===== src/rtl/spi_ioexp_v2_pkg.sv =====
`default_nettype none
// ============================================================================
// Module   : spi_ioexp_pkg
// Purpose  : Shared types and helpers for the SPI I/O expander: FSM state
//            encoding and SPI-mode edge selection.
// Ports    : none (package)
// Revision : 2.0 - second-generation expander
// ============================================================================
package spi_ioexp_pkg;

  typedef enum logic [0:0] {
    IDLE   = 1'b0,
    ACTIVE = 1'b1
  } state_t;

  typedef enum logic [0:0] {
    EDGE_RISE = 1'b0,
    EDGE_FALL = 1'b1
  } edge_t;

  // Leading edge leaves the idle level: rising when CPOL=0, falling when CPOL=1.
  // CPHA=0 samples on the leading edge, CPHA=1 on the trailing edge.
  function automatic edge_t sample_edge(input logic cpol, input logic cpha);
    edge_t lead;
    edge_t trail;
    lead  = cpol ? EDGE_FALL : EDGE_RISE;
    trail = cpol ? EDGE_RISE : EDGE_FALL;
    return cpha ? trail : lead;
  endfunction

  function automatic edge_t change_edge(input logic cpol, input logic cpha);
    return (sample_edge(cpol, cpha) == EDGE_RISE) ? EDGE_FALL : EDGE_RISE;
  endfunction

endpackage
`default_nettype wire


===== src/rtl/spi_ioexp_v2_if.sv =====
`default_nettype none
// ============================================================================
// Module   : spi_ioexp_v2_if
// Purpose  : SPI pin bundle between an SPI master and the I/O expander.
// Ports    : sclk, ce_n, sin driven by the master; sout driven by the slave.
// Revision : 2.0 - second-generation expander
// ============================================================================
interface spi_ioexp_v2_if;
  logic sclk;
  logic ce_n;
  logic sin;
  logic sout;

  modport master (output sclk, output ce_n, output sin, input sout);
  modport slave  (input sclk, input ce_n, input sin, output sout);
endinterface
`default_nettype wire


===== src/rtl/spi_ioexp_v2_sync_edge_det.sv =====
`default_nettype none
// ============================================================================
// Module   : sync_edge_det
// Purpose  : Synchronises an asynchronous level into clk and produces
//            single-cycle rise/fall pulses from the synchronised value.
// Ports    : clk, reset (async, active high), d (async in),
//            rise, fall (1-cycle pulses)
// Revision : 2.0 - second-generation expander
// ============================================================================
module sync_edge_det #(
  parameter int   STAGES    = 2,
  parameter logic RESET_VAL = 1'b0
) (
  input  wire logic clk,
  input  wire logic reset,
  input  wire logic d,
  output logic      rise,
  output logic      fall
);
  import spi_ioexp_pkg::*;

  logic [STAGES-1:0] r_sync;
  logic              r_last;
  logic              w_q;

  // Preset to the idle level so reset release never looks like an edge.
  always_ff @(posedge clk or posedge reset) begin
    if (reset) begin
      r_sync <= {STAGES{RESET_VAL}};
      r_last <= RESET_VAL;
    end else begin
      r_sync <= {r_sync[STAGES-2:0], d};
      r_last <= r_sync[STAGES-1];
    end
  end

  assign w_q  = r_sync[STAGES-1];
  assign rise = w_q & ~r_last;
  assign fall = ~w_q & r_last;
endmodule
`default_nettype wire


===== src/rtl/spi_ioexp_v2.sv =====
`default_nettype none
// ============================================================================
// Module   : spi_ioexp_v2
// Purpose  : SPI-slave I/O expander. A frame on sin loads OUTBITS parallel
//            outputs; INBITS parallel inputs are shifted out on sout in the
//            same frame. All SPI pins are oversampled in the clk domain.
// Ports    : clk, reset (async, active high)
//            spi       - SPI pins (slave modport: sclk, ce_n, sin, sout)
//            inputs    - parallel inputs, snapshotted at frame start
//            outputs   - parallel outputs, updated on a valid frame end
//            irq       - synced inputs differ from last snapshot (sticky)
//            frame_err - 1-cycle pulse when a frame length != OUTBITS
// Revision : 2.0 - modes, bit order, frame checking, input-change irq
// ============================================================================
module spi_ioexp_v2 #(
  parameter int INBITS      = 3,
  parameter int OUTBITS     = 7,
  parameter int SYNC_STAGES = 2,
  parameter int CPOL        = 0,
  parameter int CPHA        = 0,
  parameter int LSB_FIRST   = 1
) (
  input  wire logic         clk,
  input  wire logic         reset,
  spi_ioexp_v2_if.slave     spi,
  input  wire logic [INBITS-1:0]  inputs,
  output logic [OUTBITS-1:0]      outputs,
  output logic                    irq,
  output logic                    frame_err
);
  import spi_ioexp_pkg::*;

  localparam int                 c_CNT_W   = $clog2(OUTBITS + 2);
  localparam logic [c_CNT_W-1:0] c_CNT_MAX = c_CNT_W'(OUTBITS + 1);
  localparam logic [c_CNT_W-1:0] c_CNT_OK  = c_CNT_W'(OUTBITS);
  localparam edge_t              c_SAMPLE  = sample_edge(CPOL != 0, CPHA != 0);
  localparam edge_t              c_CHANGE  = change_edge(CPOL != 0, CPHA != 0);
  localparam bit                 c_CPHA1   = (CPHA != 0);

  // ---------------------------------------------------------------- sync
  logic w_sclk_rise, w_sclk_fall, w_ce_rise, w_ce_fall;

  sync_edge_det #(.STAGES(SYNC_STAGES), .RESET_VAL(CPOL != 0)) u_sclk_sync (
    .clk(clk), .reset(reset), .d(spi.sclk), .rise(w_sclk_rise), .fall(w_sclk_fall)
  );

  sync_edge_det #(.STAGES(SYNC_STAGES), .RESET_VAL(1'b1)) u_ce_sync (
    .clk(clk), .reset(reset), .d(spi.ce_n), .rise(w_ce_rise), .fall(w_ce_fall)
  );

  logic [SYNC_STAGES-1:0] r_sin_sync;
  logic [INBITS-1:0]      r_in_sync [SYNC_STAGES];
  logic                   w_sin;
  logic [INBITS-1:0]      w_in;

  always_ff @(posedge clk or posedge reset) begin
    if (reset) begin
      r_sin_sync <= '0;
      for (int i = 0; i < SYNC_STAGES; i++) r_in_sync[i] <= '0;
    end else begin
      r_sin_sync   <= {r_sin_sync[SYNC_STAGES-2:0], spi.sin};
      r_in_sync[0] <= inputs;
      for (int i = 1; i < SYNC_STAGES; i++) r_in_sync[i] <= r_in_sync[i-1];
    end
  end

  assign w_sin = r_sin_sync[SYNC_STAGES-1];
  assign w_in  = r_in_sync[SYNC_STAGES-1];

  // ---------------------------------------------------------------- FSM
  state_t r_state, w_state_nxt;
  logic   w_start, w_end, w_sample, w_change;
  logic   w_sclk_sample, w_sclk_change;

  assign w_sclk_sample = (c_SAMPLE == EDGE_RISE) ? w_sclk_rise : w_sclk_fall;
  assign w_sclk_change = (c_CHANGE == EDGE_RISE) ? w_sclk_rise : w_sclk_fall;

  always_ff @(posedge clk or posedge reset) begin
    if (reset) r_state <= IDLE;
    else       r_state <= w_state_nxt;
  end

  // A chip-enable edge in the same cycle as an sclk edge discards the sclk edge.
  always_comb begin
    w_state_nxt = r_state;
    w_start     = 1'b0;
    w_end       = 1'b0;
    w_sample    = 1'b0;
    w_change    = 1'b0;
    case (r_state)
      IDLE: begin
        if (w_ce_fall) begin
          w_start     = 1'b1;
          w_state_nxt = ACTIVE;
        end
      end
      ACTIVE: begin
        if (w_ce_rise) begin
          w_end       = 1'b1;
          w_state_nxt = IDLE;
        end else if (!w_ce_fall) begin
          w_sample = w_sclk_sample;
          w_change = w_sclk_change;
        end
      end
      default: w_state_nxt = IDLE;
    endcase
  end

  // ---------------------------------------------------------------- datapath
  logic [OUTBITS-1:0] r_shift_in, r_outputs;
  logic [INBITS-1:0]  r_shift_out, r_snapshot;
  logic [c_CNT_W-1:0] r_bit_cnt;
  logic               r_first, r_frame_err, r_irq;

  always_ff @(posedge clk or posedge reset) begin
    if (reset) begin
      r_shift_in  <= '0;
      r_outputs   <= '0;
      r_shift_out <= '0;
      r_snapshot  <= '0;
      r_bit_cnt   <= '0;
      r_first     <= 1'b0;
      r_frame_err <= 1'b0;
      r_irq       <= 1'b0;
    end else begin
      r_frame_err <= 1'b0;

      if (w_start) begin
        r_shift_out <= w_in;
        r_snapshot  <= w_in;
        r_bit_cnt   <= '0;
        r_first     <= 1'b1;
      end

      if (w_sample) begin
        if (LSB_FIRST != 0) r_shift_in <= {w_sin, r_shift_in[OUTBITS-1:1]};
        else                r_shift_in <= {r_shift_in[OUTBITS-2:0], w_sin};
        // Saturating one past OUTBITS keeps over-long frames distinguishable.
        if (r_bit_cnt != c_CNT_MAX) r_bit_cnt <= r_bit_cnt + 1'b1;
      end

      if (w_change) begin
        // With CPHA=1 the first leading edge only announces bit 0, already on sout.
        if (c_CPHA1 && r_first)  r_first     <= 1'b0;
        else if (LSB_FIRST != 0) r_shift_out <= r_shift_out >> 1;
        else                     r_shift_out <= r_shift_out << 1;
      end

      if (w_end) begin
        if (r_bit_cnt == c_CNT_OK) r_outputs   <= r_shift_in;
        else                       r_frame_err <= 1'b1;
      end

      if (w_start)                r_irq <= 1'b0;
      else if (w_in != r_snapshot) r_irq <= 1'b1;
    end
  end

  assign spi.sout  = (r_state == ACTIVE) &&
                     ((LSB_FIRST != 0) ? r_shift_out[0] : r_shift_out[INBITS-1]);
  assign outputs   = r_outputs;
  assign irq       = r_irq;
  assign frame_err = r_frame_err;
endmodule
`default_nettype wire


===== src/flat_wrapper.sv =====
// flat-port wrapper written by rule: the top's interface ports become plain ports
module spi_ioexp_v2_flat import spi_ioexp_pkg::*;
#(
  parameter int INBITS      = 3,
  parameter int OUTBITS     = 7,
  parameter int SYNC_STAGES = 2,
  parameter int CPOL        = 0,
  parameter int CPHA        = 0,
  parameter int LSB_FIRST   = 1
)
  (clk, reset, inputs, outputs, irq, frame_err, spi_sclk, spi_ce_n, spi_sin, spi_sout);
  spi_ioexp_v2_if spi_i ();
  input  wire logic clk;
  input  wire logic reset;
  input  wire logic [INBITS-1:0] inputs;
  output logic [OUTBITS-1:0] outputs;
  output logic irq;
  output logic frame_err;
  input wire logic [$bits(spi_i.sclk)-1:0] spi_sclk;
  input wire logic [$bits(spi_i.ce_n)-1:0] spi_ce_n;
  input wire logic [$bits(spi_i.sin)-1:0] spi_sin;
  output wire logic [$bits(spi_i.sout)-1:0] spi_sout;
  assign spi_i.sclk = spi_sclk;
  assign spi_i.ce_n = spi_ce_n;
  assign spi_i.sin = spi_sin;
  assign spi_sout = spi_i.sout;
  spi_ioexp_v2 #(.INBITS(INBITS), .OUTBITS(OUTBITS), .SYNC_STAGES(SYNC_STAGES), .CPOL(CPOL), .CPHA(CPHA), .LSB_FIRST(LSB_FIRST)) u_core (.clk(clk), .reset(reset), .spi(spi_i), .inputs(inputs), .outputs(outputs), .irq(irq), .frame_err(frame_err));
endmodule

===== config.mk =====
export PLATFORM = sky130hd
export DESIGN_NAME = spi_ioexp_v2_flat
export DESIGN_NICKNAME = d
export VERILOG_FILES = /design/src/rtl/spi_ioexp_v2_pkg.sv /design/src/rtl/spi_ioexp_v2_if.sv /design/src/rtl/spi_ioexp_v2_sync_edge_det.sv /design/src/rtl/spi_ioexp_v2.sv /design/src/flat_wrapper.sv
export SDC_FILE = /design/constraint.sdc
export NUM_CORES = 1
export LEC_CHECK = 0
export BUFFER_PORTS_ARGS = -buffer_cell sky130_fd_sc_hd__buf_4
export CORE_AREA = 2 2 66 68
export CTS_CLUSTER_DIAMETER = 40
export CTS_CLUSTER_SIZE = 25
export DETAILED_ROUTE_END_ITERATION = 12
export DIE_AREA = 0 0 68 70
export HOLD_SLACK_MARGIN = 0.06
export PLACE_DENSITY = 0.55
export REMOVE_ABC_BUFFERS = 1
export SLEW_MARGIN = 20
export SYNTH_ARGS = -nofsm -noshare
export SYNTH_HDL_FRONTEND = slang
export SYNTH_SLANG_ARGS = --single-unit

===== constraint.sdc =====
create_clock -name clk -period 1.79 [get_ports clk]
set_input_delay 0.4475 -clock clk [delete_from_list [all_inputs] [get_ports clk]]
set_output_delay 0.4475 -clock clk [all_outputs]
set_load 0.1 [all_outputs]

==> impl_metrics.ini, run 1 <==
[run_status]
status = finished clean

[worst_setup_path]
r2r_end = u_core.r_shift_out[0]
worst-setup-path-type = reg -> reg
cp.arrival_ns = 1.88
r2r-start = u_core.u_ce_sync.r_last
crit_path_end_kind = flop
start_kind = flop
crit_required_ns = 1.97
crit_path_start = u_core.u_ce_sync.r_last
endpoint = u_core.r_shift_out[0]
reg2regPathDepth = 3
ff2ff_setup_slack_ns = 0.08
crit_fanout = 6

[cts]
holdBufCountCts = 0
h-tree-depth = 2
post-cts-setup-buffers = 0
cts_tree = yes
clk_latency_ns = 0.29
cts_buffer_depth = 2
cts_resized = 0
cts_root_buffer = clkbuf_8
clock_sinks = 41
cts_buffers = 5
clkTransAtPathRegs_ns = 0.08

[detailed_routing]
dr.pass1.iters = 4
vias = 867
viasPerCell = 4.54
drt_iter0_drc = 22
ant_nets = 0
wirelength_um = 2270
drc_errors = 0
wl_per_cell_um = 11.9

[final_layout]
final_cells = 191
nets = 148
layout_common_cells = dfrtp_1 (38), buf_4 (23), mux2_2 (17), nand2_1 (15), clkbuf_8 (5)
nFillCells = 378
seqCellArea_sq_um = 1030
multi_input_area_sq_um = 500
num_antenna_cells = 0
drive_gt1_share_pct = 38.1
layout_commonest_cell = dfrtp_1
area_delta_synth_final_pct = 22.3

[floorplanning]
start_util_pct = 37.7
die_h_um = 70
core-area_sq_um = 4140
die_w_um = 68
fp-row-count = 24
ios = 18
dieArea_sq_um = 4760

[sta]
hold_viol = 0
skew_ns = 0.00431
hold_ws_ns = 0.261
rsz0062_at_grt = false
tightest_slew_ns = 0.496
setup-tns-final_ns = 0
finalCritPeriodShare_pct = 95.5
final_max_slew_viol_count = 0
setup_viol = 0
max_freq_mhz = 585
period_needed_ns = 1.71
max_slew_margin_pct = 66.9

[synthesis]
synth_seq_cells = 41
syn_area_sq_um = 1560
syn_inst = 110
synth_warnings = 0
synth_seq_area_share_pct = 65.8
syn_avg_cell_area_sq_um = 14.2
ys_types = 25

[grt]
gr-total-overflow = 0
grt_max_degree = 42
track_usage_pct = 11.5
grt_pass1_vias = 903
antenna_found_initial = 0
grt_pass1_wl_um = 4050

[place]
port_buffers = 17
gp_congestion = 0.727
placed_cells = 183
dp_hpwl_um = 1560

[pwr]
vdd_drop_max_uv = 629
finalPower_mw = 2.33
p_leak_nw = 0.945
p_per_area_nw_per_um2 = 1220

[flow_run]
drv_cap = 0

[hold_path]
hp-class = in -> reg
metrics by stage:
stage,utilization (%),instance area (sq um),worst slack (ns)
6_report,46.2,1910,0.0813
5_1_grt,46.2,1910,0.0150
4_1_cts,46.2,1910,0.0767
3_5_place_dp,42.9,1780,0.0971
3_3_place_gp,42.9,1780,0.123
2_1_floorplan,-,1540,0.0688
synth_stat cells, drive strengths merged:
cell type	number	share of area [%]
nor3b	1	0.48
o2111ai	1	0.56
inv	3	0.72
or3b	1	0.56
nand3	2	0.64
nand2b	1	0.40
nand2	15	3.6
ha	2	1.6
nand3b	2	0.96
nand4b	1	0.56
nor4	1	0.40
nor2b	2	0.80
dfstp	3	5.0
buf	2	1.4
o21ai	1	0.32
xor2	4	2.2
xnor2	1	0.56
nand4	1	0.40
nor2	4	0.96
a21boi	1	0.48
dfrtp	38	61
mux2i	3	1.9
mux2	19	14
and2	1	0.40
cell type report:
| cell class | instances | share of cell area, % |
|---|---|---|
| Sequential cell | 41 | 53.8 |
| Multi-Input combinational cell | 64 | 26.2 |
| Timing Repair Buffer | 23 | 9.03 |
| Clock buffer | 5 | 3.60 |
| Clock inverter | 3 | 3.40 |
| Tap cell | 52 | 3.40 |
| Inverter | 3 | 0.589 |
cell families after synthesis:
family / share of synthesized area [%]
AOI/OAI and AO/OA: 1.36
xor gates and xnor gates: 2.80
and+or+nand+nor: 10.2
buffers and inverters: 2.16
muxes: 16.1
adders and majority gates: 1.60
DFF: 65.8
how the worst min path moves through the flow:
stage,start,end,slack (ns),cells past startpoint
floorplan,u_core.r_sin_sync[0],u_core.r_sin_sync[1],0.33,0
global placement,u_core.u_sclk_sync.r_sync[0],u_core.u_sclk_sync.r_sync[1],0.33,0
detailed placement,u_core.r_in_sync[3],u_core.w_in[0],0.33,0
CTS,inputs[1],u_core.r_in_sync[4],0.25,1
global route,spi_ce_n,u_core.u_ce_sync.r_sync[0],0.24,1
finish,inputs[1],u_core.r_in_sync[4],0.26,1
power by group:
group	switching, mW	internal, mW	total (mW)
Sequential	0.0856	1.06	1.14
Clock	0.304	0.554	0.858
Combinational	0.174	0.156	0.330
Total	0.564	1.77	2.33
flip-flops by register name, summed over array words and instances, names as in the netlist, 3 cells and up:
signal,count
u_core.r_in_sync,3
u_core.r_shift_in,7
u_core.r_shift_out,3
u_core.r_bit_cnt,4
u_core.w_in,3
u_core.outputs,7
u_core.r_snapshot,3
routing by layer:
layer  vias up  wire [um]  GRT usage (%)
met3         5         71           3.38
met4         0         53           7.33
li1        424          -              -
met2        12       1060           16.6
met5         -          0              0
met1       426       1080           15.0
critical path, stage by stage (launching register included):
cell     delay [ns]
dfstp_2        0.57
or3b_1         0.45
mux2_4         0.32
mux2_2         0.26
Note: power is estimated with default switching activity, not from simulation.
==> run 2, diff against run 1 <==
--- a/config.mk
+++ b/config.mk
@@ -12,7 +12,7 @@
 export DETAILED_ROUTE_END_ITERATION = 12
 export DIE_AREA = 0 0 68 70
 export HOLD_SLACK_MARGIN = 0.06
-export PLACE_DENSITY = 0.55
+export PLACE_DENSITY = 0.66
 export REMOVE_ABC_BUFFERS = 1
 export SLEW_MARGIN = 20
 export SYNTH_ARGS = -nofsm -noshare
==> impl_metrics.ini, run 2 (synthesized netlist as in run 1, its figures left out) <==
[run_status]
status = finished clean

[cts]
cts_buffers = 5
clkTransAtPathRegs_ns = 0.07
cts_resized = 0
cts_buffer_depth = 2
post-cts-setup-buffers = 0
h-tree-depth = 2
cts_root_buffer = clkbuf_8
cts_tree = yes
clk_latency_ns = 0.29
clock_sinks = 41
holdBufCountCts = 0

[worst_setup_path]
start_kind = flop
crit_family = multiplexers
critical_path_buf_inv_count = 0
cp.arrival_ns = 1.89
worstPathCellList = or3b_1 -> mux2_4 -> mux2_2
worst_path_largest_cell_delay_ns = 0.57
cp_slowest_cell = dfstp_2
crit_fanout = 6
worst-setup-path-type = reg -> reg
crit_path_end_kind = flop
crit_required_ns = 1.97

[final_layout]
layout_commonest_cell = dfrtp_1
layout_common_cells = dfrtp_1 (38), buf_4 (23), mux2_2 (17), nand2_1 (15), clkbuf_8 (5)
nets = 148
fin_util_pct = 44.9
num_antenna_cells = 0
area_delta_synth_final_pct = 19.0
nFillCells = 385
drive_gt1_share_pct = 37.4

[floorplanning]
die_h_um = 70
core-area_sq_um = 4140
ios = 18
fp-row-count = 24
die_w_um = 68
dieArea_sq_um = 4760
start_util_pct = 37.7

[grt]
grt_pass1_wl_um = 4280
gr-total-overflow = 0
grt_pass1_vias = 986
grt_max_degree = 42
antenna_found_initial = 0
track_usage_pct = 12.5

[detailed_routing]
dr.pass1.iters = 4
vias = 889
viasPerCell = 4.65
wirelength_um = 2330
drt_iter0_drc = 20
ant_nets = 0
drc_errors = 0
wl_per_cell_um = 12.2

[flow_run]
drv_cap = 0

[sta]
finalCritPeriodShare_pct = 95.5
skew_ns = 0.00434
setup-tns-final_ns = 0
rsz0062_at_grt = false
hold_viol = 0
final_max_slew_viol_count = 0
period_needed_ns = 1.71
max_slew_margin_pct = 67.0
setup_viol = 0
tightest_slew_ns = 0.495
max_freq_mhz = 585

[place]
port_buffers = 17
dp_hpwl_um = 1640
gp_congestion = 0.685

[pwr]
p_leak_nw = 0.922
vdd_drop_max_uv = 454
p_per_area_nw_per_um2 = 1100

[hold_path]
hp-class = in -> reg
-- run 2: cell types whose count changed in the layout (fill, tap and decap cells not counted) --
cell,delta
clkbuf_1,+1
bufinv_16,-2
clkinv_2,+1
-- run 2: path summary, 6_finish.rpt --
kind / start / to / slack, ns / cells past startpoint
worst max register to register: u_core.u_ce_sync.r_last / u_core.r_shift_out[1] / 0.08 / 3
min in group asynchronous: reset / u_core.r_snapshot[0] / 0.27 / 3
worst min register to register: u_core.u_sclk_sync.r_sync[0] / u_core.u_sclk_sync.r_sync[1] / 0.35 / 0
max in group asynchronous: reset / u_core.u_ce_sync.r_last / 1.15 / 3
worst max-delay path: u_core.u_ce_sync.r_last / u_core.r_shift_out[1] / 0.08 / 3
worst min-delay path: spi_sin / u_core.r_sin_sync[0] / 0.26 / 1
-- run 2: stage by stage --
stage,setup slack (ns),instance area (sq um),total power [mW],hold WS (ns),std cells
after floorplan,0.0688,1540,1.40,0.331,108
after global placement,0.130,1780,1.47,0.332,183
after detailed placement,0.0887,1780,1.51,0.335,183
after CTS,0.0805,1860,2.08,0.248,191
after global routing,0.0231,1860,2.17,0.244,191
final,0.0805,1860,2.04,0.263,191
-- run 2: worst register-to-register path: cells and delay by family, from the launching register on --
family	cells	cell delay (ns)
flip-flops	1	0.57
multiplexers	2	0.58
AND/OR/NAND/NOR	1	0.44
-- run 2: where the power goes --
group          internal [mW]  switching [mW]  leakage, nW
Clock                  0.270           0.291       0.0450
Combinational          0.157           0.177        0.365
Sequential              1.06          0.0884        0.512
Total                   1.49           0.556        0.922
-- run 2: per-layer routing --
metal | vias to the layer above | GRT usage (%) | wire length, um
met5 | - | 0 | 0
met4 | 0 | 7.33 | 74
met3 | 6 | 4.99 | 104
met2 | 14 | 19.4 | 1170
met1 | 442 | 14.1 | 978
li1 | 427 | - | -
-- run 2: final cells by class --
cell class	count	area, sq um	share of cell area (%)
well taps	52	65.1	3.49
clock buffers	6	72.6	3.90
inverters	3	11.3	0.605
multi-input cells	64	500	26.9
repair buffers	23	173	9.27
clock inverters	2	10.0	0.538
flip-flops and latches	41	1030	55.3
==> run 3, diff against run 2 <==
--- a/config.mk
+++ b/config.mk
@@ -12,7 +12,7 @@
 export DETAILED_ROUTE_END_ITERATION = 12
 export DIE_AREA = 0 0 68 70
 export HOLD_SLACK_MARGIN = 0.06
-export PLACE_DENSITY = 0.66
+export PLACE_DENSITY = 0.64
 export REMOVE_ABC_BUFFERS = 1
 export SLEW_MARGIN = 20
 export SYNTH_ARGS = -nofsm -noshare
==> constraint.sdc (replaced) <==
create_clock -name clk -period 2.05 [get_ports clk]
set_input_delay 0.5125 -clock clk [delete_from_list [all_inputs] [get_ports clk]]
set_output_delay 0.5125 -clock clk [all_outputs]
set_load 0.1 [all_outputs]
==> impl_metrics.ini, run 3 (synthesized netlist as in run 1, its figures left out) <==
[run_status]
status = finished clean

[cts]
cts_buffer_depth = 2
post-cts-setup-buffers = 0
cts_buffers = 5
cts_resized = 0
cts_tree = yes
cts_root_buffer = clkbuf_8
clock_sinks = 41
clkTransAtPathRegs_ns = 0.07
h-tree-depth = 2
holdBufCountCts = 0
clk_latency_ns = 0.28

[detailed_routing]
wl_per_cell_um = 12.3
wirelength_um = 2310
drc_errors = 0
vias = 850
dr.pass1.iters = 4
ant_nets = 0
drt_iter0_drc = 14
viasPerCell = 4.52

[final_layout]
layout_commonest_cell = dfrtp_1
area_delta_synth_final_pct = 18.8
drive_gt1_share_pct = 36.8
num_antenna_cells = 0
layout_common_cells = dfrtp_1 (38), buf_4 (20), mux2_2 (17), nand2_1 (15), clkbuf_8 (7)
final_cells = 188
seqCellArea_sq_um = 1030
fin_util_pct = 44.8
nets = 145
multi_input_area_sq_um = 500
nFillCells = 377

[grt]
grt_max_degree = 42
grt_pass1_vias = 915
gr-total-overflow = 0
antenna_found_initial = 0
grt_pass1_wl_um = 4020
track_usage_pct = 11.6

[floorplanning]
die_w_um = 68
dieArea_sq_um = 4760
ios = 18
die_h_um = 70
core-area_sq_um = 4140
fp-row-count = 24
start_util_pct = 37.7

[worst_setup_path]
crit_fanout = 9
worst-setup-path-type = reg -> reg
worstPathCellList = or3b_1 -> mux2_4 -> mux2_2
critical_path_buf_inv_count = 0
start_kind = flop
crit_family = multiplexers
worst_path_largest_cell_delay_ns = 0.57
ff2ff_setup_slack_ns = 0.25
crit_required_ns = 2.22
cp_slowest_cell = dfstp_2
crit_path_end_kind = flop
cp.arrival_ns = 1.97

[sta]
period_needed_ns = 1.80
setup_ws_ns = 0.252
setup_viol = 0
max_slew_margin_pct = 67.3
skew_ns = 0.00517
rsz0062_at_grt = false
tightest_slew_ns = 0.490
finalCritPeriodShare_pct = 87.7
hold_viol = 0
setup-tns-final_ns = 0
max_freq_mhz = 556
final_max_slew_viol_count = 0

[place]
pre_cts_ws_ns = 0.257
gp_congestion = 0.718
placed_cells = 180
port_buffers = 17
dp_hpwl_um = 1670

[pwr]
switching_power_mw = 0.485
swShare_pct = 26.3
pwr-share-seq_pct = 54.7
vdd_drop_max_uv = 465
power.clock.fraction_pct = 30.1
p_leak_nw = 0.918
p_int_mw = 1.36
p_comb_share_pct = 15.2
p_per_area_nw_per_um2 = 993
finalPower_mw = 1.85

[hold_path]
hp-class = in -> reg

[flow_run]
drv_cap = 0
-- run 3: changes by cell type in the layout (fill, tap and decap cells not counted) --
cell | before | now
clkbuf_8 | 5 | 7
clkbuf_1 | 1 | 0
buf_4 | 23 | 20
clkinv_2 | 2 | 1
-- run 3: worst register-to-register path, cell delays in order, from the launching register on --
cell and delay (ns):
dfstp_2 0.57, or3b_1 0.51, mux2_4 0.35, mux2_2 0.26
-- run 3: final cells by class --
class | instances | share of cell area, %
tap | 52 | 3.50
multi-input combinational | 64 | 26.9
inverter | 3 | 0.606
clock inverter | 1 | 0.269
sequential | 41 | 55.4
clock buffer | 7 | 5.19
timing repair buffer | 20 | 8.08
-- run 3: final timing paths --
kind                            depth (start not counted)                    endpoint               startpoint
worst max-delay path                                    3       u_core.r_shift_out[1]  u_core.u_ce_sync.r_last
worst min-delay path                                    1         u_core.r_in_sync[3]                inputs[0]
worst max register to register                          3       u_core.r_shift_out[1]  u_core.u_ce_sync.r_last
worst min register to register                          0              u_core.w_in[0]      u_core.r_in_sync[3]
max in group asynchronous                               3  u_core.u_ce_sync.r_sync[1]                    reset
min in group asynchronous                               3        u_core.r_snapshot[0]                    reset
-- run 3: metal layers --
metal / up-vias / share of wire (%) / wire, um / global-route usage [%]
li1: 417 / - / - / -
met1: 415 / 43 / 988 / 13.6
met2: 14 / 52 / 1190 / 18.3
met3: 4 / 3.5 / 80 / 3.54
met4: 0 / 2.2 / 51 / 6.67
met5: - / 0 / 0 / 0
-- run 3: metrics by stage --
stage                     hold slack [ns]  area, sq um
final                               0.336         1860
after global routing                0.316         1860
after global placement              0.331         1760
after floorplan                     0.331         1540
after CTS                           0.320         1860
after detailed placement            0.335         1760
-- run 3: power by group through the flow --
stage / registers (mW) / clock network [mW] / logic [mW]
floorplan: 1.02 / 0 / 0.206
global placement: 1.01 / 0 / 0.273
detailed placement: 1.02 / 0 / 0.286
CTS: 1.01 / 0.584 / 0.287
global route: 1.03 / 0.622 / 0.309
finish: 1.01 / 0.555 / 0.281
